[src/rtl/seg_pkg.sv]
// seg_pkg: shared definitions for the seven-segment scan path.
//   BLANK_CODE      - digit code that the decoder renders as all segments off
//   CODE_*          - character codes shared with the upstream producers
//   scan_state_e    - scan slot phase (BLANK dead-time, SHOW digit lit)
//   NUM_DIGITS      - number of multiplexed digits
//   anode_for()     - active-low one-cold anode pattern for a digit index
package seg_pkg;

  localparam int NUM_DIGITS = 4;
  localparam int IDX_W      = $clog2(NUM_DIGITS);

  localparam logic [4:0] BLANK_CODE = 5'b11111;

  localparam logic [4:0] CODE_L = 5'h0A;
  localparam logic [4:0] CODE_R = 5'h0B;
  localparam logic [4:0] CODE_I = 5'h0C;
  localparam logic [4:0] CODE_N = 5'h0D;
  localparam logic [4:0] CODE_T = 5'h0E;

  typedef enum logic {
    BLANK = 1'b0,
    SHOW  = 1'b1
  } scan_state_e;

  function automatic logic [NUM_DIGITS-1:0] anode_for(input logic [IDX_W-1:0] idx);
    logic [NUM_DIGITS-1:0] onehot;
    onehot = '0;
    onehot[idx] = 1'b1;
    return ~onehot;
  endfunction

endpackage

[src/rtl/tick_divider.sv]
// tick_divider: free-running modulo-DIV counter with a one-cycle wrap pulse.
//   clk   - clock
//   reset - synchronous active-high reset (counter to 0)
//   en    - count enable; the counter holds its value while low
//   tick  - high in the cycle the counter sits at DIV-1 with en high,
//           i.e. the edge that closes this cycle wraps the counter
module tick_divider #(
  parameter int DIV = 4
) (
  input  logic clk,
  input  logic reset,
  input  logic en,
  output logic tick
);

  localparam int W = (DIV > 1) ? $clog2(DIV) : 1;
  localparam logic [W-1:0] LAST = W'(DIV - 1);

  logic [W-1:0] cnt_q;
  logic [W-1:0] cnt_d;

  always_comb begin
    cnt_d = cnt_q;
    tick  = 1'b0;
    if (en) begin
      if (cnt_q == LAST) begin
        cnt_d = '0;
        tick  = 1'b1;
      end else begin
        cnt_d = cnt_q + 1'b1;
      end
    end
  end

  always_ff @(posedge clk) begin
    if (reset) begin
      cnt_q <= '0;
    end else begin
      cnt_q <= cnt_d;
    end
  end

endmodule

[src/rtl/seg_scan_mux.sv]
// seg_scan_mux: time-multiplexed scan driver for a 4-digit common-anode
// seven-segment display.
//   clk, reset   - clock, synchronous active-high reset
//   enable       - 1 scans the display, 0 keeps it dark and parks the scan
//   d0..d3       - 5-bit digit codes (d0 is the rightmost digit, an[0])
//   dp_in        - per-digit decimal point request, 1 = lit
//   blink_en     - per-digit blink enable
//   an           - active-low anode enables (at most one low)
//   digit        - code forwarded to the segment decoder
//   dp           - active-low decimal point
// Every slot opens with BLANK_CYCLES of all-anodes-off dead time to stop
// ghosting between digits. Inputs are sampled once per frame so a digit
// never changes part-way through a scan.
module seg_scan_mux
  import seg_pkg::*;
#(
  parameter int REFRESH_DIV  = 100000,
  parameter int BLANK_CYCLES = 1000,
  parameter int BLINK_DIV    = 25000000
) (
  input  logic                  clk,
  input  logic                  reset,
  input  logic                  enable,
  input  logic [4:0]            d0,
  input  logic [4:0]            d1,
  input  logic [4:0]            d2,
  input  logic [4:0]            d3,
  input  logic [NUM_DIGITS-1:0] dp_in,
  input  logic [NUM_DIGITS-1:0] blink_en,
  output logic [NUM_DIGITS-1:0] an,
  output logic [4:0]            digit,
  output logic                  dp
);

  localparam int SW = $clog2(REFRESH_DIV);
  localparam logic [SW-1:0] SLOT_LAST = SW'(REFRESH_DIV - 1);
  localparam logic [SW-1:0] BLANK_END = SW'(BLANK_CYCLES);

  logic [NUM_DIGITS-1:0][4:0] d_in;
  assign d_in = {d3, d2, d1, d0};

  // Scan state
  logic [SW-1:0]    slot_cnt_q, slot_cnt_d;
  logic [IDX_W-1:0] idx_q, idx_d;
  scan_state_e      state_q, state_d;
  logic             en_prev_q, en_prev_d;
  logic             blink_ph_q, blink_ph_d;

  // Frame snapshot
  logic [NUM_DIGITS-1:0][4:0] snap_d_q, snap_d_d;
  logic [NUM_DIGITS-1:0]      snap_dp_q, snap_dp_d;
  logic [NUM_DIGITS-1:0]      snap_blink_q, snap_blink_d;

  // Registered outputs
  logic [NUM_DIGITS-1:0] an_q, an_d;
  logic [4:0]            digit_q, digit_d;
  logic                  dp_q, dp_d;

  logic                  blink_tick;
  logic                  slot_wrap;
  logic                  snap_load;
  logic [NUM_DIGITS-1:0] an_show;

  tick_divider #(
    .DIV (BLINK_DIV)
  ) u_blink_div (
    .clk   (clk),
    .reset (reset),
    .en    (enable),
    .tick  (blink_tick)
  );

  // Anode pattern for the current digit; decoded per bit.
  for (genvar gi = 0; gi < NUM_DIGITS; gi++) begin : g_an
    assign an_show[gi] = (idx_q != IDX_W'(gi));
  end

  always_comb begin
    slot_cnt_d   = slot_cnt_q;
    idx_d        = idx_q;
    en_prev_d    = enable;
    snap_d_d     = snap_d_q;
    snap_dp_d    = snap_dp_q;
    snap_blink_d = snap_blink_q;
    an_d         = '1;
    digit_d      = BLANK_CODE;
    dp_d         = 1'b1;
    slot_wrap    = (slot_cnt_q == SLOT_LAST);
    snap_load    = 1'b0;
    // The blink counter only advances while enabled, so toggling here
    // needs no extra qualification.
    blink_ph_d   = blink_ph_q ^ blink_tick;

    if (!enable) begin
      // Parked: the next enable starts a fresh frame at slot 0.
      slot_cnt_d = '0;
      idx_d      = '0;
    end else begin
      if (slot_wrap) begin
        slot_cnt_d = '0;
        idx_d      = idx_q + 1'b1;
      end else begin
        slot_cnt_d = slot_cnt_q + 1'b1;
      end

      // Sample inputs at the frame boundary, and on the first enabled
      // cycle so a restarted scan never shows stale codes.
      snap_load = (!en_prev_q) || (slot_wrap && (idx_q == IDX_W'(NUM_DIGITS - 1)));
      if (snap_load) begin
        snap_d_d     = d_in;
        snap_dp_d    = dp_in;
        snap_blink_d = blink_en;
      end

      if ((state_q == SHOW) && !(blink_ph_q && snap_blink_q[idx_q])) begin
        an_d    = an_show;
        digit_d = snap_d_q[idx_q];
        dp_d    = ~snap_dp_q[idx_q];
      end
    end

    // Phase follows the counter value it is registered alongside.
    state_d = (slot_cnt_d < BLANK_END) ? BLANK : SHOW;
  end

  always_ff @(posedge clk) begin
    if (reset) begin
      slot_cnt_q   <= '0;
      idx_q        <= '0;
      state_q      <= BLANK;
      en_prev_q    <= 1'b0;
      blink_ph_q   <= 1'b0;
      snap_d_q     <= {NUM_DIGITS{BLANK_CODE}};
      snap_dp_q    <= '0;
      snap_blink_q <= '0;
      an_q         <= '1;
      digit_q      <= BLANK_CODE;
      dp_q         <= 1'b1;
    end else begin
      slot_cnt_q   <= slot_cnt_d;
      idx_q        <= idx_d;
      state_q      <= state_d;
      en_prev_q    <= en_prev_d;
      blink_ph_q   <= blink_ph_d;
      snap_d_q     <= snap_d_d;
      snap_dp_q    <= snap_dp_d;
      snap_blink_q <= snap_blink_d;
      an_q         <= an_d;
      digit_q      <= digit_d;
      dp_q         <= dp_d;
    end
  end

  assign an    = an_q;
  assign digit = digit_q;
  assign dp    = dp_q;

endmodule
[config.mk]
export PLATFORM = sky130hd
export DESIGN_NAME = seg_scan_mux
export DESIGN_NICKNAME = d
export VERILOG_FILES = /design/src/rtl/seg_pkg.sv /design/src/rtl/tick_divider.sv /design/src/rtl/seg_scan_mux.sv
export SDC_FILE = /design/constraint.sdc
export NUM_CORES = 1
export LEC_CHECK = 0
export CAP_MARGIN = 5
export CORE_ASPECT_RATIO = 2
export CORE_MARGIN = 4
export CORE_UTILIZATION = 35
export DETAILED_ROUTE_END_ITERATION = 10
export GPL_TIMING_DRIVEN = 0
export SYNTH_ARGS = -nofsm -noshare
export SYNTH_HDL_FRONTEND = slang
export SYNTH_SLANG_ARGS = --single-unit
[constraint.sdc]
create_clock -name clk -period 2.4 [get_ports clk]
set_input_delay 0.48 -clock clk [delete_from_list [all_inputs] [get_ports clk]]
set_output_delay 0.48 -clock clk [all_outputs]
set_load 0.01 [all_outputs]
==> Word-level counts from Yosys, hierarchy flattened <==
Index checks and enable logic that the tools add are counted.
{ "op_classes": {"n_addsub": 3, "multipliers": 0, "div_mod_pow": 0, "magnitude_cmp": 2, "eq_ne": 6, "shifts": 0, "mux": 12, "bitwise": 4, "n_reduce_logical": 10} }
{ "ops": {"columns": ["cell", "n"], "rows": [
  ["$mux 17", 2],
  ["$add 25x1->25 const B", 1],
  ["$eq 25x25->1 const B", 1],
  ["$mux 25", 1],
  ["$add 17x1->17 const B", 1],
  ["$eq 17x17->1 const B", 1],
  ["$lt 17x10->1 const B", 1],
  ["$bmux 5 s2", 1],
  ["$mux 1", 5],
  ["$mux 5", 1],
  ["$bmux 1 s2", 2],
  ["$ne 2x2->1 const B", 2],
  ["$logic_and 1x1->1", 3],
  ["$lt 2x3->1 const B", 1],
  ["$not 1->1", 3],
  ["$reduce_or 3->1", 1],
  ["$add 2x1->2 const B", 1],
  ["$eq 2x2->1 const B", 1],
  ["$logic_not 1->1", 2],
  ["$ne 2x1->1 const B", 1],
  ["$reduce_and 2->1", 1],
  ["$reduce_bool 2->1", 1],
  ["$reduce_or 2->1", 1],
  ["$logic_or 1x1->1", 1],
  ["$xor 1x1->1", 1]
]} }
{ "totals": {"regBits": 85, "latch_bits": 0, "ram_bits": 0, "romBits": 0, "inputBits": 31, "output_inout_bits": 10, "word_cells": 52, "n_memories": 0} }

==> Depth between registers and ports, before layout <==
{ "logic_depth": {"ltp_word": 7, "mapped_depth": 8, "mapped_depth_nobuf": 6} }

==> Hierarchy <==
From an unflattened synthesis, not the netlist that was laid out.
{ "unflattened": {"cells_unflattened": 431, "area_unflattened_um2": 4012.6} }
{ "by_module_without_submodules": {"columns": ["module", "n_inst", "cells_each", "area_per_inst_um2", "seq_area_each_um2"], "rows": [
  ["seg_scan_mux", 1, 294, 2805.2, 1201.2],
  ["tick_divider", 1, 137, 1207.4, 500.5]
]} }

==> Worst setup path before layout <==
Ideal clock, no wire load.
{ "synth_path": {"path_type": "reg2reg", "from": "register slot_cnt_q[0]", "to": "register snap_blink_q[0]", "setup_time_ns": 0.072, "t_arrival_ns": 1.781, "required_time_ns": 2.328, "setup_slack_ns": 0.547, "path_stages_with_launch": 9, "n_path_buf": 2, "synth_period_minus_slack_ns": 1.853, "cell_sequence": "dfxtp_1 ha_1 nand4_2 nor3b_2 nand4_1 a21boi_1 buf_4 buf_6 mux2i_1"} }
{ "synth_between": {"elab_chain_cells": 4} }
{ "synth_rtl": {"columns": ["item", "line", "rtl"], "rows": [
  ["start: declaration", "seg_scan_mux.sv:43", "logic [SW-1:0] slot_cnt_q, slot_cnt_d;"],
  ["start signal: assignment", "seg_scan_mux.sv:140", "slot_cnt_q <= slot_cnt_d;"],
  ["$eq 17x17->1", "seg_scan_mux.sv:88", "slot_wrap = (slot_cnt_q == SLOT_LAST);"],
  ["$logic_and 1x1->1", "seg_scan_mux.sv:108", "snap_load = (!en_prev_q) || (slot_wrap && (idx_q == IDX_W'(NUM_DIGITS - 1)));"],
  ["$logic_or 1x1->1", "seg_scan_mux.sv:108", null],
  ["$reduce_and 2->1 (no source line)", null, null],
  ["end signal: assignment", "seg_scan_mux.sv:147", "snap_blink_q <= snap_blink_d;"],
  ["end: declaration", "seg_scan_mux.sv:52", "logic [NUM_DIGITS-1:0] snap_blink_q, snap_blink_d;"]
]} }
Every way passes these cells.
A chain may end at the register's enable or synchronous reset.

==> Worst setup path after layout <==
{ "layout_path": {"from": "register slot_cnt_q[0]", "to": "register snap_d_q[13] (netlist name)"} }
{ "layout_between": {"elab_chain_cells": 4} }
{ "layout_rtl": {"columns": ["item", "line", "rtl"], "rows": [
  ["$eq 17x17->1", "seg_scan_mux.sv:88", null],
  ["$logic_and 1x1->1", "seg_scan_mux.sv:108", null],
  ["$logic_or 1x1->1", "seg_scan_mux.sv:108", null],
  ["$reduce_and 2->1 (no source line)", null, null],
  ["end signal: assignment", "seg_scan_mux.sv:133", "snap_d_q <= {NUM_DIGITS{BLANK_CODE}};"],
  ["end signal: assignment", "seg_scan_mux.sv:145", "snap_d_q <= snap_d_d;"],
  ["end: declaration", "seg_scan_mux.sv:50", "logic [NUM_DIGITS-1:0][4:0] snap_d_q, snap_d_d;"]
]} }
Every way passes these cells.

==> results summary <==
The flow ran to the end, and the final reports show no timing, DRC or antenna violations. The die footprint is between 10,000 and 15,000 µm². The die boundary height is 158 µm. STA classifies the critical path endpoint as a flop. Row generation in the floorplan step produced 54 rows.

In the finished design, the share of the clock period the worst path needs comes to 0.929. The smallest clock period supported by the final layout is computed as 2230 ps. For hold timing, the worst endpoint is u_blink_div.cnt_q[0]. Across the VDD grid, the largest voltage drop is between 300 and 400 µV. The power density over cell area came out at 637 nW/µm². The global-route layer with the greatest usage is met2.

The total setup violations reported at the end of the flow is 0. The area growth from synthesis to layout came out at 22.4%. The die span in x is 82.9 µm.

The synthesized design contains 0 enable-type register cells. The reg2reg setup slack is around 170 ps. Ranked by total cell area, the synthesized netlist is headed by sky130_fd_sc_hd__dfxtp_1 (43%), sky130_fd_sc_hd__nor2_1 (9.0%), sky130_fd_sc_hd__mux2i_1 (7.6%), sky130_fd_sc_hd__xnor2_1 (5.8%), sky130_fd_sc_hd__mux4_2 (4.0%).

The leading cell type in the layout, fill and taps excluded is sky130_fd_sc_hd__nor2_1. The post-route DRC violation count came out at 0. The share of the synthesized area in the top cell type is 0.433. For the worst setup path, the data required time is between 2000 and 3000 ps.

The max-cap check violation count came out at 0. The finished cells cover 4810 µm². The level count of the clock H-tree came out at 3.

Across every metal layer, demand over resource in global routing totals 0.132. The via count of the first global-routing pass came out at about 3,100. The cell sitting at the root of the clock tree is a sky130_fd_sc_hd__clkbuf_16. The total congestion overflow after global routing is 0. The number of buffers added by the clock tree synthesis step is 9. The I/O pin count is 41. The reg-to-reg critical path startpoint is slot_cnt_q[0]. The layout filler cell count came out at 1,117.

The remaining antenna violation count after routing is 0. In the final layout, the multi-input gates occupy roughly 2100 µm². The number of failing hold endpoints at the final stage came to 0.

The data arrival time at the worst-slack endpoint is roughly 2500 ps. The worst relative slew slack came out at 0.574. The first-pass GRT wire length came out at 14,000 µm. The net count of the finished layout is 507. The first-iteration detailed-routing DRC count is 146. The post-detailed-routing wire length came out at 8150 µm.

For this run, global-route usage on met3 was measured as 0.0276. The number of buffers inserted to repair setup after CTS came out at 0. The instance count along the most critical hold path came out at 3. Synthesis inferred 85 register bits. The area taken by flip-flops and latches is 1700 µm². The starting density of the core came out at 0.359. The largest net degree at the start of global routing came out at 16. The worst setup path is launched from a flop. At the later pin of the worst-skew pair, clock insertion delay measures 340 ps. For the final database, setup skew stands at 4.91 ps. The synthesized area per cell is 9.36 µm². The detailed router placed 2,990 vias in this run. Counting flops with an async set or reset pin after synthesis yields a share of 0. The number of search-and-repair iterations in the first detailed-routing pass came out at 4.

Derived from the worst setup path, the maximum achievable clock frequency is around 0.45 GHz. For the worst flop-to-flop path, the logic depth is 8. The critical path is of the reg -> reg type. Setup repair after global routing left no endpoint under its margin. The via count normalized by instance count is 4.86.

The Yosys step of the flow raised 0 warnings. The placed standard-cell area came out at ~4500 µm². The global-route track usage on met2 came out at 0.271. The share of cells above drive strength 1 came out at 0.103. The synthesized net count came out at 457. The congestion estimate from routability-driven global placement came to 0.809. The static power due to leakage came out at 1.76 nW.

The part of the Yosys area used for sequential elements is 0.433. For this run, global-route usage on met1 was measured as 0.118. The half-perimeter wire length after placement came out at just over 6000 µm.

At the pin with the least slew margin, the transition time is 640 ps. Along the worst path, the maximum fanout reaches 10. Among all flip-flop cells after synthesis, the most frequent one is sky130_fd_sc_hd__dfxtp_1. The total standard cell area after synthesis is 3930 µm². The clock drives 85 sinks. In this run, distinct cell masters in the synthesized netlist total 45. The clock-pin slew on the worst setup and hold paths is around 60 ps. The gate count of the mapped netlist came out at 420. The worst register-to-register path ends at snap_d_q[13]. In this run the worst hold path is classified as in -> reg.

The area of the core is 10,900 µm². In the layout the commonest cells are sky130_fd_sc_hd__nor2_1 (94), sky130_fd_sc_hd__dfxtp_1 (85), sky130_fd_sc_hd__clkdlybuf4s50_1 (39), sky130_fd_sc_hd__mux2i_1 (30), sky130_fd_sc_hd__xnor2_1 (26). The number of antenna diodes in the final layout is 0. Summed over all failing endpoints, the final setup total negative slack is 0 ps.

The max-slew violation total from the final report came out at 0. The hold-fix buffer count after cts came out at 0. The initial antenna violation count came out at 0. The critical hold path startpoint is enable. The clock passes through at most 2 buffers. The largest total area in the synthesized netlist belongs to sky130_fd_sc_hd__dfxtp_1.

The number of buffers inserted by port buffering came out at 39. The clock tree from TritonCTS is done. In the final routed layout, each cell accounts on average for between 10 and 15 µm.
-- flip-flops by register name, summed over array words and instances, names as in the netlist, 2 cells and up --
name	count
snap_d_q	20
slot_cnt_q	17
an	4
snap_blink_q	4
idx_q	2
digit	5
snap_dp_q	4
u_blink_div.cnt_q	25
-- cell type report --
class | count | area share
Clock inverter | 6 | 0.0148
Timing Repair Buffer | 39 | 0.0811
Inverter | 9 | 0.00702
Buffer | 20 | 0.0255
Clock buffer | 10 | 0.0497
Multi-Input combinational cell | 306 | 0.432
Sequential cell | 85 | 0.354
Tap cell | 140 | 0.0364
-- what timing repair did --
item                                    in CTS  in global routing
endpoints found under the hold margin        0                  0
gates resized for setup                      0                  3
endpoints found under the setup margin       0                 22
-- metal layers --
metal	part of all wire	vias up
li1	-	1521
met1	0.36	1398
met2	0.58	50
met3	0.030	21
met4	0.030	0
met5	0	-
-- worst max path at each step --
stage	slack, ps	start	depth (start not counted)	to
after floorplan	550	slot_cnt_q[0]	8	snap_blink_q[0]
after global placement	110	idx_q[0]	4	digit[1]
after detailed placement	110	idx_q[0]	4	digit[1]
after CTS	80	idx_q[0]	4	digit[1]
after global routing	30	slot_cnt_q[0]	8	snap_dp_q[1]
final	170	slot_cnt_q[0]	8	snap_d_q[13]
-- cell families (layout without fill, tap and decap cells) --
kind of cell | after synthesis | in the layout | share of synthesized area
and+or+nand+nor | 203 | 203 | 0.264
AOI/OAI and AO/OA | 16 | 16 | 0.0293
muxes | 38 | 38 | 0.119
buffers and inverters | 29 | 84 | 0.0395
xor gates and xnor gates | 43 | 43 | 0.0958
adders and majority gates | 6 | 6 | 0.0191
DFF | 85 | 85 | 0.433
-- cells in the mapped netlist, types with 5 or more instances --
| cell type | n |
|---|---|
| sky130_fd_sc_hd__nor4_1 | 5 |
| sky130_fd_sc_hd__inv_1 | 9 |
| sky130_fd_sc_hd__and3_1 | 5 |
| sky130_fd_sc_hd__nor2_1 | 94 |
| sky130_fd_sc_hd__xnor2_1 | 26 |
| sky130_fd_sc_hd__ha_1 | 6 |
| sky130_fd_sc_hd__mux4_2 | 7 |
| sky130_fd_sc_hd__nand3_1 | 13 |
| sky130_fd_sc_hd__nand4_1 | 10 |
| sky130_fd_sc_hd__clkbuf_1 | 9 |
| sky130_fd_sc_hd__dfxtp_1 | 85 |
| sky130_fd_sc_hd__xor2_1 | 17 |
| sky130_fd_sc_hd__nand2b_1 | 22 |
| sky130_fd_sc_hd__mux2i_1 | 30 |
| sky130_fd_sc_hd__nand2_1 | 24 |
| sky130_fd_sc_hd__nor3_1 | 11 |
-- report_power, final --
group | switching [mW] | internal (mW)
combinational | 0.0764 | 0.107
sequential | 0.0203 | 1.45
clock | 0.575 | 0.841
-- stage by stage --
stage	std cells	util	power (mW)	hold slack (ps)	setup WS, ps
6_report	615	0.440	3.07	450	171
5_1_grt	615	0.440	3.19	481	25.4
3_3_place_gp	599	0.411	1.68	455	109
4_1_cts	615	0.439	3.11	442	81.7
3_5_place_dp	599	0.411	1.68	459	114
2_1_floorplan	420	-	1.61	430	547
-- critical path, stage by stage, from the launching register on --
cell,delay [ps]
sky130_fd_sc_hd__dfxtp_1,380
sky130_fd_sc_hd__ha_2,270
sky130_fd_sc_hd__nand4_2,200
sky130_fd_sc_hd__nor3b_2,280
sky130_fd_sc_hd__nand4_1,180
sky130_fd_sc_hd__a21boi_1,190
sky130_fd_sc_hd__buf_4,250
sky130_fd_sc_hd__buf_6,210
sky130_fd_sc_hd__mux2i_1,210
Note: power is estimated with default switching activity, not from simulation.
